**src/rtl/i2c_pkg.sv**
```systemverilog
// Shared types for the single-byte I2C initiator.
//   state_e : transaction sequencer states
//   qtr_e   : quarter-of-bit index (SCL low in Q0/Q1, released in Q2/Q3)
//   RW_*    : encoding of the R/W bit that follows the 7-bit address
package i2c_pkg;

  typedef enum logic [2:0] {
    StIdle,
    StStart,
    StAddr,
    StAddrAck,
    StData,
    StDataAck,
    StStop
  } state_e;

  typedef enum logic [1:0] {
    Q0 = 2'd0,
    Q1 = 2'd1,
    Q2 = 2'd2,
    Q3 = 2'd3
  } qtr_e;

  localparam logic RW_WRITE = 1'b0;
  localparam logic RW_READ  = 1'b1;

endpackage

```
**src/rtl/i2c_qtr_gen.sv**
```systemverilog
// Quarter-period generator for the I2C initiator.
//   clk, rst : clock, asynchronous active-high reset
//   en       : count while high; held at Q0 / count 0 while low
//   hold     : freeze the counter (SCL clock stretching)
//   qtr      : current quarter of the bit
//   qtr_end  : high on the last clk cycle of the current quarter
module i2c_qtr_gen
  import i2c_pkg::*;
#(
  parameter int unsigned CLK_DIV = 4,
  parameter int unsigned CNT_W   = 16
) (
  input  logic clk,
  input  logic rst,
  input  logic en,
  input  logic hold,
  output qtr_e qtr,
  output logic qtr_end
);

  localparam logic [CNT_W-1:0] CntMax = CNT_W'(CLK_DIV - 1);

  logic [CNT_W-1:0] cnt_q, cnt_d;
  qtr_e             qtr_q, qtr_d;

  assign qtr     = qtr_q;
  assign qtr_end = en && !hold && (cnt_q == CntMax);

  always_comb begin
    cnt_d = cnt_q;
    qtr_d = qtr_q;
    if (!en) begin
      cnt_d = '0;
      qtr_d = Q0;
    end else if (!hold) begin
      if (cnt_q == CntMax) begin
        cnt_d = '0;
        qtr_d = qtr_e'(qtr_q + 2'd1);
      end else begin
        cnt_d = cnt_q + CNT_W'(1);
      end
    end
  end

  always_ff @(posedge clk or posedge rst) begin
    if (rst) begin
      cnt_q <= '0;
      qtr_q <= Q0;
    end else begin
      cnt_q <= cnt_d;
      qtr_q <= qtr_d;
    end
  end

endmodule

```
**src/rtl/i2c_master_byte.sv**
```systemverilog
// Single-byte I2C initiator: START, addr+R/W, ACK, one data byte, ACK/NACK, STOP.
//   clk, rst       : clock, asynchronous active-high reset
//   req            : start a transaction (taken only when idle)
//   rw, addr, wdata: transaction descriptor, captured with req
//   busy, done     : transaction in progress / one-cycle completion pulse
//   nack           : address or write-data byte not acknowledged (valid with done)
//   rdata          : byte read by the last successful read
//   scl_in, sda_in : sampled bus lines
//   scl_oe, sda_oe : 1 pulls the line low, 0 releases it
// Optional: define I2C_MASTER_CLK_STRETCH_EN to honour target clock stretching.
module i2c_master_byte
  import i2c_pkg::*;
#(
  parameter int unsigned CLK_DIV = 4,
  parameter int unsigned CNT_W   = 16
) (
  input  logic       clk,
  input  logic       rst,
  input  logic       req,
  input  logic       rw,
  input  logic [6:0] addr,
  input  logic [7:0] wdata,
  output logic       busy,
  output logic       done,
  output logic       nack,
  output logic [7:0] rdata,
  input  logic       scl_in,
  input  logic       sda_in,
  output logic       scl_oe,
  output logic       sda_oe
);

  state_e     state_q, state_d;
  logic [2:0] bit_cnt_q, bit_cnt_d;
  logic [7:0] sh_q, sh_d;
  logic [7:0] wdata_q, wdata_d;
  logic       rw_q, rw_d;
  logic       smp_q, smp_d;
  logic       nack_q, nack_d;
  logic       done_q, done_d;
  logic [7:0] rdata_q, rdata_d;

  qtr_e qtr;
  logic qtr_end;
  logic hold;
  logic bit_end;
  logic smp_now;
  logic low_half;

  assign busy  = (state_q != StIdle);
  assign done  = done_q;
  assign nack  = nack_q;
  assign rdata = rdata_q;

`ifdef I2C_MASTER_CLK_STRETCH_EN
  // Target keeps SCL low after we released it: freeze bit timing.
  assign hold = ((qtr == Q2) || (qtr == Q3)) && !scl_oe && !scl_in;
`else
  assign hold = 1'b0;
  logic unused_scl_in;
  assign unused_scl_in = scl_in;
`endif

  i2c_qtr_gen #(
    .CLK_DIV(CLK_DIV),
    .CNT_W  (CNT_W)
  ) u_qtr_gen (
    .clk    (clk),
    .rst    (rst),
    .en     (busy),
    .hold   (hold),
    .qtr    (qtr),
    .qtr_end(qtr_end)
  );

  assign bit_end  = qtr_end && (qtr == Q3);
  assign smp_now  = qtr_end && (qtr == Q2);
  assign low_half = (qtr == Q0) || (qtr == Q1);

  always_comb begin
    state_d   = state_q;
    bit_cnt_d = bit_cnt_q;
    sh_d      = sh_q;
    wdata_d   = wdata_q;
    rw_d      = rw_q;
    smp_d     = smp_q;
    nack_d    = nack_q;
    done_d    = 1'b0;
    rdata_d   = rdata_q;

    if (smp_now) smp_d = sda_in;

    unique case (state_q)
      StIdle: begin
        if (req) begin
          state_d = StStart;
          sh_d    = {addr, rw};
          wdata_d = wdata;
          rw_d    = rw;
          nack_d  = 1'b0;
        end
      end
      StStart: begin
        if (bit_end) state_d = StAddr;
      end
      StAddr: begin
        if (bit_end) begin
          sh_d = {sh_q[6:0], 1'b0};
          if (bit_cnt_q == 3'd0) state_d = StAddrAck;
        end
      end
      StAddrAck: begin
        if (bit_end) begin
          if (smp_q) begin
            nack_d  = 1'b1;
            state_d = StStop;
          end else begin
            state_d = StData;
            sh_d    = (rw_q == RW_READ) ? 8'h00 : wdata_q;
          end
        end
      end
      StData: begin
        // Reads shift in at the sample point; writes shift out at bit end.
        if (rw_q == RW_READ) begin
          if (smp_now) sh_d = {sh_q[6:0], sda_in};
        end else if (bit_end) begin
          sh_d = {sh_q[6:0], 1'b0};
        end
        if (bit_end && (bit_cnt_q == 3'd0)) state_d = StDataAck;
      end
      StDataAck: begin
        if (bit_end) begin
          state_d = StStop;
          if (rw_q == RW_READ) rdata_d = sh_q;
          else if (smp_q)      nack_d  = 1'b1;
        end
      end
      StStop: begin
        if (bit_end) begin
          state_d = StIdle;
          done_d  = 1'b1;
        end
      end
      default: state_d = StIdle;
    endcase

    // Bit counter restarts at 7 on every state change.
    if (state_d != state_q) begin
      bit_cnt_d = 3'd7;
    end else if (bit_end && ((state_q == StAddr) || (state_q == StData))) begin
      bit_cnt_d = bit_cnt_q - 3'd1;
    end
  end

  // Bus drive is decoded from registered state only, so reset releases both
  // lines immediately.
  always_comb begin
    scl_oe = 1'b0;
    sda_oe = 1'b0;
    unique case (state_q)
      StIdle: begin
      end
      StStart: begin
        sda_oe = (qtr == Q2) || (qtr == Q3);
      end
      StAddr: begin
        scl_oe = low_half;
        sda_oe = !sh_q[7];
      end
      StAddrAck, StDataAck: begin
        scl_oe = low_half;
      end
      StData: begin
        scl_oe = low_half;
        sda_oe = (rw_q == RW_WRITE) && !sh_q[7];
      end
      StStop: begin
        scl_oe = (qtr == Q0);
        sda_oe = (qtr != Q3);
      end
      default: begin
      end
    endcase
  end

  always_ff @(posedge clk or posedge rst) begin
    if (rst) begin
      state_q   <= StIdle;
      bit_cnt_q <= 3'd0;
      sh_q      <= 8'h00;
      wdata_q   <= 8'h00;
      rw_q      <= RW_WRITE;
      smp_q     <= 1'b0;
      nack_q    <= 1'b0;
      done_q    <= 1'b0;
      rdata_q   <= 8'h00;
    end else begin
      state_q   <= state_d;
      bit_cnt_q <= bit_cnt_d;
      sh_q      <= sh_d;
      wdata_q   <= wdata_d;
      rw_q      <= rw_d;
      smp_q     <= smp_d;
      nack_q    <= nack_d;
      done_q    <= done_d;
      rdata_q   <= rdata_d;
    end
  end

endmodule

```
**config.mk**
```make
export PLATFORM = sky130hd
export DESIGN_NAME = i2c_master_byte
export DESIGN_NICKNAME = d
export VERILOG_FILES = /design/src/rtl/i2c_pkg.sv /design/src/rtl/i2c_qtr_gen.sv /design/src/rtl/i2c_master_byte.sv
export SDC_FILE = /design/constraint.sdc
export NUM_CORES = 1
export LEC_CHECK = 0
export ABC_AREA = 1
export CORE_MARGIN = 4
export CORE_UTILIZATION = 35
export DETAILED_ROUTE_END_ITERATION = 7
export PLACE_DENSITY = 0.65
export SKIP_LAST_GASP = 1
export SLEW_MARGIN = 40
export SYNTH_ARGS = -nofsm -noshare
export SYNTH_HDL_FRONTEND = slang
export SYNTH_SLANG_ARGS = --single-unit
export TNS_END_PERCENT = 50
```
**constraint.sdc**
```tcl
create_clock -name clk -period 4.33 [get_ports clk]
set_input_delay 0.866 -clock clk [delete_from_list [all_inputs] [get_ports clk]]
set_output_delay 0.866 -clock clk [all_outputs]
set_load 0.05 [all_outputs]
```
=== Word-level counts from Yosys, hierarchy flattened ===
Index checks and enable logic that the tools add are counted.

* Register bits: 52
* Bits in latches: 0
* Memory bits (writable): 0
* ROM bits: 0
* Input bits: 21
* Output and inout bits: 13
* Word-level logic and storage cells: 90
* Memories: 0

* $add $sub $neg: 3
* Multipliers: 0
* Divide/modulo/power cells: 0
* Order comparisons: 0
* Equality and inequality tests: 19
* Shift-type cells: 0
* Muxes and demuxes: 34
* Bitwise operators: 1
* Reductions and logical operators: 22

{| class="wikitable"
|+ Operator list
! kind !! count
|-
| $mux W8 || 7
|-
| $mux W16 || 2
|-
| $pmux W8 S4 || 1
|-
| $mux W3 || 10
|-
| $pmux W3 S7 || 1
|-
| $add A16 B1 Y16 const B || 1
|-
| $eq A16 B2 Y1 const B || 1
|-
| $ne A2 B2 Y1 const B || 7
|-
| $reduce_and A5 Y1 || 2
|-
| $eq A3 B3 Y1 const B || 3
|-
| $mux W1 || 7
|-
| $eq A3 B2 Y1 const B || 2
|-
| $logic_and A1 B1 Y1 || 6
|-
| $logic_not A3 Y1 || 2
|-
| $mux W2 || 3
|-
| $reduce_bool A3 Y1 || 2
|-
| $eq A2 B2 Y1 const B || 2
|-
| $pmux W1 S4 || 1
|-
| $reduce_bool A4 Y1 || 1
|-
| $reduce_or A4 Y1 || 1
|-
| $eq A3 B1 Y1 const B || 1
|-
| $logic_or A1 B1 Y1 || 3
|-
| $ne A3 B3 Y1 || 1
|-
| $ne A3 B3 Y1 const B || 1
|-
| 11 further kinds || 11
|}

=== Longest topological paths before layout ===
* Depth after elaboration: 8
* Mapped depth: 12
* Mapped depth without buffers: 12

=== Cells and area by module ===
Synthesis repeated with hierarchy kept, for this count alone.

* Cell total of the unflattened synthesis: 448
* Area total of the unflattened synthesis: 3151.8 um2

{| class="wikitable"
|+ Modules (own cells, without submodules)
! module !! times used !! cells an instance !! area each (um2)
|-
| i2c_master_byte || 1 || 268 || 1973.1
|-
| i2c_qtr_gen || 1 || 180 || 1178.6
|}

=== Least setup slack after synthesis ===
Ideal clock, no wire load.

* Path type: reg2out
* Start point: register state_q[1]
* End point: output scl_oe
* Arrival: 1724 ps
* Path slack: 1740 ps
* Cell stages (with the launch flop): 6
* Path buffers: 0
* Cell sequence: dfrtp_1 > nor2_1 > nand2_1 > nand2_1 > nor2_1 > a31oi_1

* Cells in the longest elaborated chain, start to end: 3
* Elaborated cells between the ends (all ways): 7
* Those cells by class: eq/ne: 5; mux: 1; reduce/logical: 1

{| class="wikitable"
|+ RTL lines
! item !! line !! RTL
|-
| start: declaration || i2c_master_byte.sv:33 || <nowiki>state_e state_q, state_d;</nowiki>
|-
| start signal: assignment || i2c_master_byte.sv:189 || <nowiki>state_q <= StIdle;</nowiki>
|-
| start signal: assignment || i2c_master_byte.sv:199 || <nowiki>state_q <= state_d;</nowiki>
|-
| $eq A3 B2 Y1 / $eq A3 B3 Y1 (equally long branches) || i2c_master_byte.sv:161 || <nowiki>unique case (state_q)</nowiki>
|-
| $reduce_or A4 Y1 (no line) || n/a ||
|-
| $pmux W1 S2 (*) || i2c_master_byte.sv:161 ||
|-
| end: declaration || i2c_master_byte.sv:29 || <nowiki>output logic scl_oe,</nowiki>
|}

Mark *: on every way between the ends. The rest lies on a longest branch, timed or not.

=== Final worst setup path ===
* Start point: register state_q[1]
* End point: output sda_oe

* Cells in the longest elaborated chain, start to end: 2
* Elaborated cells between the ends (all ways): 5
* Those cells by class: eq/ne: 4; mux: 1

{| class="wikitable"
|+ RTL lines
! item !! line !! RTL
|-
| $eq A3 B3 Y1, or another cell as far along || i2c_master_byte.sv:161 ||
|-
| $pmux W1 S4 (*) || i2c_master_byte.sv:161 ||
|-
| end: declaration || i2c_master_byte.sv:30 || <nowiki>output logic sda_oe</nowiki>
|}

Marks and branches as above.

==> out/qor.txt <==
Final Hold Slack - 464 ps
mean post-synth cell area - 7.76 sq um
drt initial violations - 131
IO buf count - 32
Setup Total Neg Slack - 0 ps
GRT Overall Usage - 14.0%
leakage power - 1.72 nW
worst skew pair latency - 310 ps
Post-CTS Setup Inserts - 0
antenna viol nets, final - 0
# IOs - 34
FMAX - 299 MHz
Layout Skew - 7.42 ps
largest net degree at the start of global routing - 52
post-synthesis register bit count - 52
Final Util - 42.7%
max cap viols - 0
mapped cell area - 2960 sq um
Clock transition at path regs - 100 ps
Slew HR - 53.4%
Seq pwr share - 56.6%
CTS Sinks - 52
routed wire length - 6660 um
first-pass GRT wire length - 11,400 um
vias in the first global route - 2,375
root buf cell - clkbuf_8
WS Path Type - reg -> out
initial antenna violation count - 0
die area - 10,000 sq um
cells resized by post-CTS repair - 0
core area - 8220 sq um
worst hold path type - reg -> reg
status - completed
Int Pwr - 0.000676 W
H-tree depth - 2
CTS tree - yes
Data required, critical path - 3460 ps
Power Dens Cells - 245 nW/um^2
Pre-antenna DRT Iters - 4
Layout area overhead - 18.5%
Via-to-Cell Ratio - 4.72
num rows - 33
Vias - 2,476
Inserted Clock Buffers - 5
Syn Nets - 410
Slew Limit Fails - 0
period utilisation layout - 77.3%
crit-path max FO - 6
fraction of layout instances using a drive strength above 1 - 11.0%
GRT overflow - 0
Syn Inst Count - 382
Final Wtd Congestion - 0.853
CTS Buffer Depth - 2
clock power share - 40.1%
Tmin final - 3350 ps
endpoints failing setup - 0
starting density of the core - 36.1%
actual slew at the worst max-slew pin - 694 ps
post-synth cell types - 36
WL/cell - 12.7 um
fillers - 824
Seq/Total Area, Yosys - 43.9%
Net Sw Power - 0.000183 W
Worst VDD drop - 0.000131 V
post-DP HPWL - 5020 um
Die H - 100 um
WP data arrival - 2480 ps
startpoint types - flop
Yosys warning count - 0
Setup crit end kind - output pin
layout net count - 447
Hold-fix buffers, CTS - 0
drc violations - 0
Die Wd - 100 um
RSZ-0062 raised after global routing - false
Net Sw Frac - 21.3%
diode count - 0
Final Hold Fails - 0
combinational power share - 3.4%
layer usage:
layer / vias to the layer above / routed length (um) / global-route usage (%)
li1: 1287 / - / -
met1: 1142 / 3360 / 20.9
met2: 45 / 3060 / 21.5
met3: 2 / 196 / 1.81
met4: 0 / 44 / 3.73
met5: - / 0 / 0
layout make-up:
cell class,count,area (sq um),share of cell area [%]
inverters,45,174,4.95
clock buffers,5,68.8,1.96
clock inverters,3,46.3,1.32
well taps,105,131,3.74
repair buffers,33,328,9.33
multi-input cells,282,1460,41.6
flip-flops and latches,52,1300,37.1
power by group through the flow:
stage / Clock (W) / Combinational (W) / Sequential (W)
2_1_floorplan: 0 / 0.00000780 / 0.000496
3_3_place_gp: 0 / 0.0000297 / 0.000496
3_5_place_dp: 0 / 0.0000299 / 0.000496
4_1_cts: 0.000358 / 0.0000301 / 0.000486
5_1_grt: 0.000380 / 0.0000320 / 0.000486
6_report: 0.000344 / 0.0000289 / 0.000486
kinds of logic (layout without fill, tap and decap cells):
family / count (synthesis) / count (layout) / share of synthesized area, %
AO/OA/AOI/OAI: 36 / 36 / 6.84
XOR/XNOR: 2 / 2 / 0.591
adder cells (fa/ha/maj): 7 / 7 / 2.95
buffers and inverters: 48 / 86 / 6.75
flip-flops: 52 / 52 / 43.9
multiplexers: 7 / 7 / 3.42
AND/OR/NAND/NOR: 230 / 230 / 35.5
flip-flops by register name, indices dropped and copies added, names as in the netlist:
| signal | cells |
|---|---|
| bit_cnt_q | 3 |
| done | 1 |
| nack | 1 |
| rdata | 8 |
| rw_q | 1 |
| sh_q | 8 |
| smp_q | 1 |
| state_q | 3 |
| u_qtr_gen.cnt_q | 16 |
| u_qtr_gen.qtr | 2 |
| wdata_q | 8 |
metrics by stage:
stage / cell area, sq um / setup slack, ps / total power, W / std cells
floorplan: 2960 / 1740 / 0.000503 / 382
global placement: 3390 / 1250 / 0.000525 / 517
detailed placement: 3400 / 1280 / 0.000526 / 517
CTS: 3510 / 930 / 0.000874 / 525
global route: 3510 / 741 / 0.000898 / 525
finish: 3510 / 984 / 0.000859 / 525
worst max-delay path, stage by stage (launching register included):
cell and delay [ps]:
dfrtp_1 450, nor2_1 240, nand2_1 120, o21ai_0 290, nand2_1 100, o211ai_1 120
clkdlybuf4s50_1 850
cell usage in the layout (no fill, tap or decap), types with 2 or more instances in the layout:
cell type	instances
inv_4	2
o211ai_1	2
nor2_2	7
nor2_1	55
o21ai_1	5
inv_2	7
nor3b_1	2
clkbuf_8	5
o21ai_0	13
ha_1	7
nor3b_2	2
nor3_1	5
inv_1	36
nor4_1	2
clkdlybuf4s50_1	32
nand4_1	8
dfrtp_1	52
nand2_2	3
xor2_1	2
o21a_1	2
nor2_4	2
nand4_4	2
mux2_4	6
nand3_1	15
a21oi_1	10
nand2_4	2
nand2_1	122
synthesized netlist by cell type:
cell type	count	share of area, %
nand2_1	122	15
nor2_1	55	7.0
dfrtp_1	52	44
inv_1	37	4.7
nand3_1	15	2.5
o21ai_0	13	2.2
a21oi_1	10	1.7
nand4_1	8	1.7
ha_1	7	3.0
inv_2	7	0.89
nor2_2	7	1.5
mux2_4	6	3.0
nor3_1	5	0.84
o21ai_1	5	0.84
nand2_2	3	0.63
nand2_4	2	0.76
nand4_4	2	1.4
nor2_4	2	0.76
nor3b_1	2	0.51
nor3b_2	2	0.84
nor4_1	2	0.42
o211ai_1	2	0.51
o21a_1	2	0.51
xor2_1	2	0.59
a31oi_1	1	0.21
a32o_1	1	0.34
buf_12	1	0.68
buf_2	1	0.17
clkbuf_1	1	0.13
inv_4	1	0.21
mux2_2	1	0.38
nand3_2	1	0.34
nor3_2	1	0.34
nor3_4	1	0.55
o2111ai_1	1	0.30
o21bai_1	1	0.25
path summary, 6_finish.rpt:
| check | endpoint | depth (start not counted) | slack [ps] | start |
|---|---|---|---|---|
| setup / recovery | sda_oe | 6 | 980 | state_q[1] |
| hold / removal | u_qtr_gen.cnt_q[0] | 1 | 460 | u_qtr_gen.cnt_q[0] |
| setup reg to reg | bit_cnt_q[1] | 9 | 2240 | state_q[2] |
| hold reg to reg | u_qtr_gen.cnt_q[0] | 1 | 460 | u_qtr_gen.cnt_q[0] |
| max in group asynchronous | rdata[0] | 3 | 2840 | rst |
| min in group asynchronous | done | 2 | 990 | rst |
Note: power is estimated with default switching activity, not from simulation.
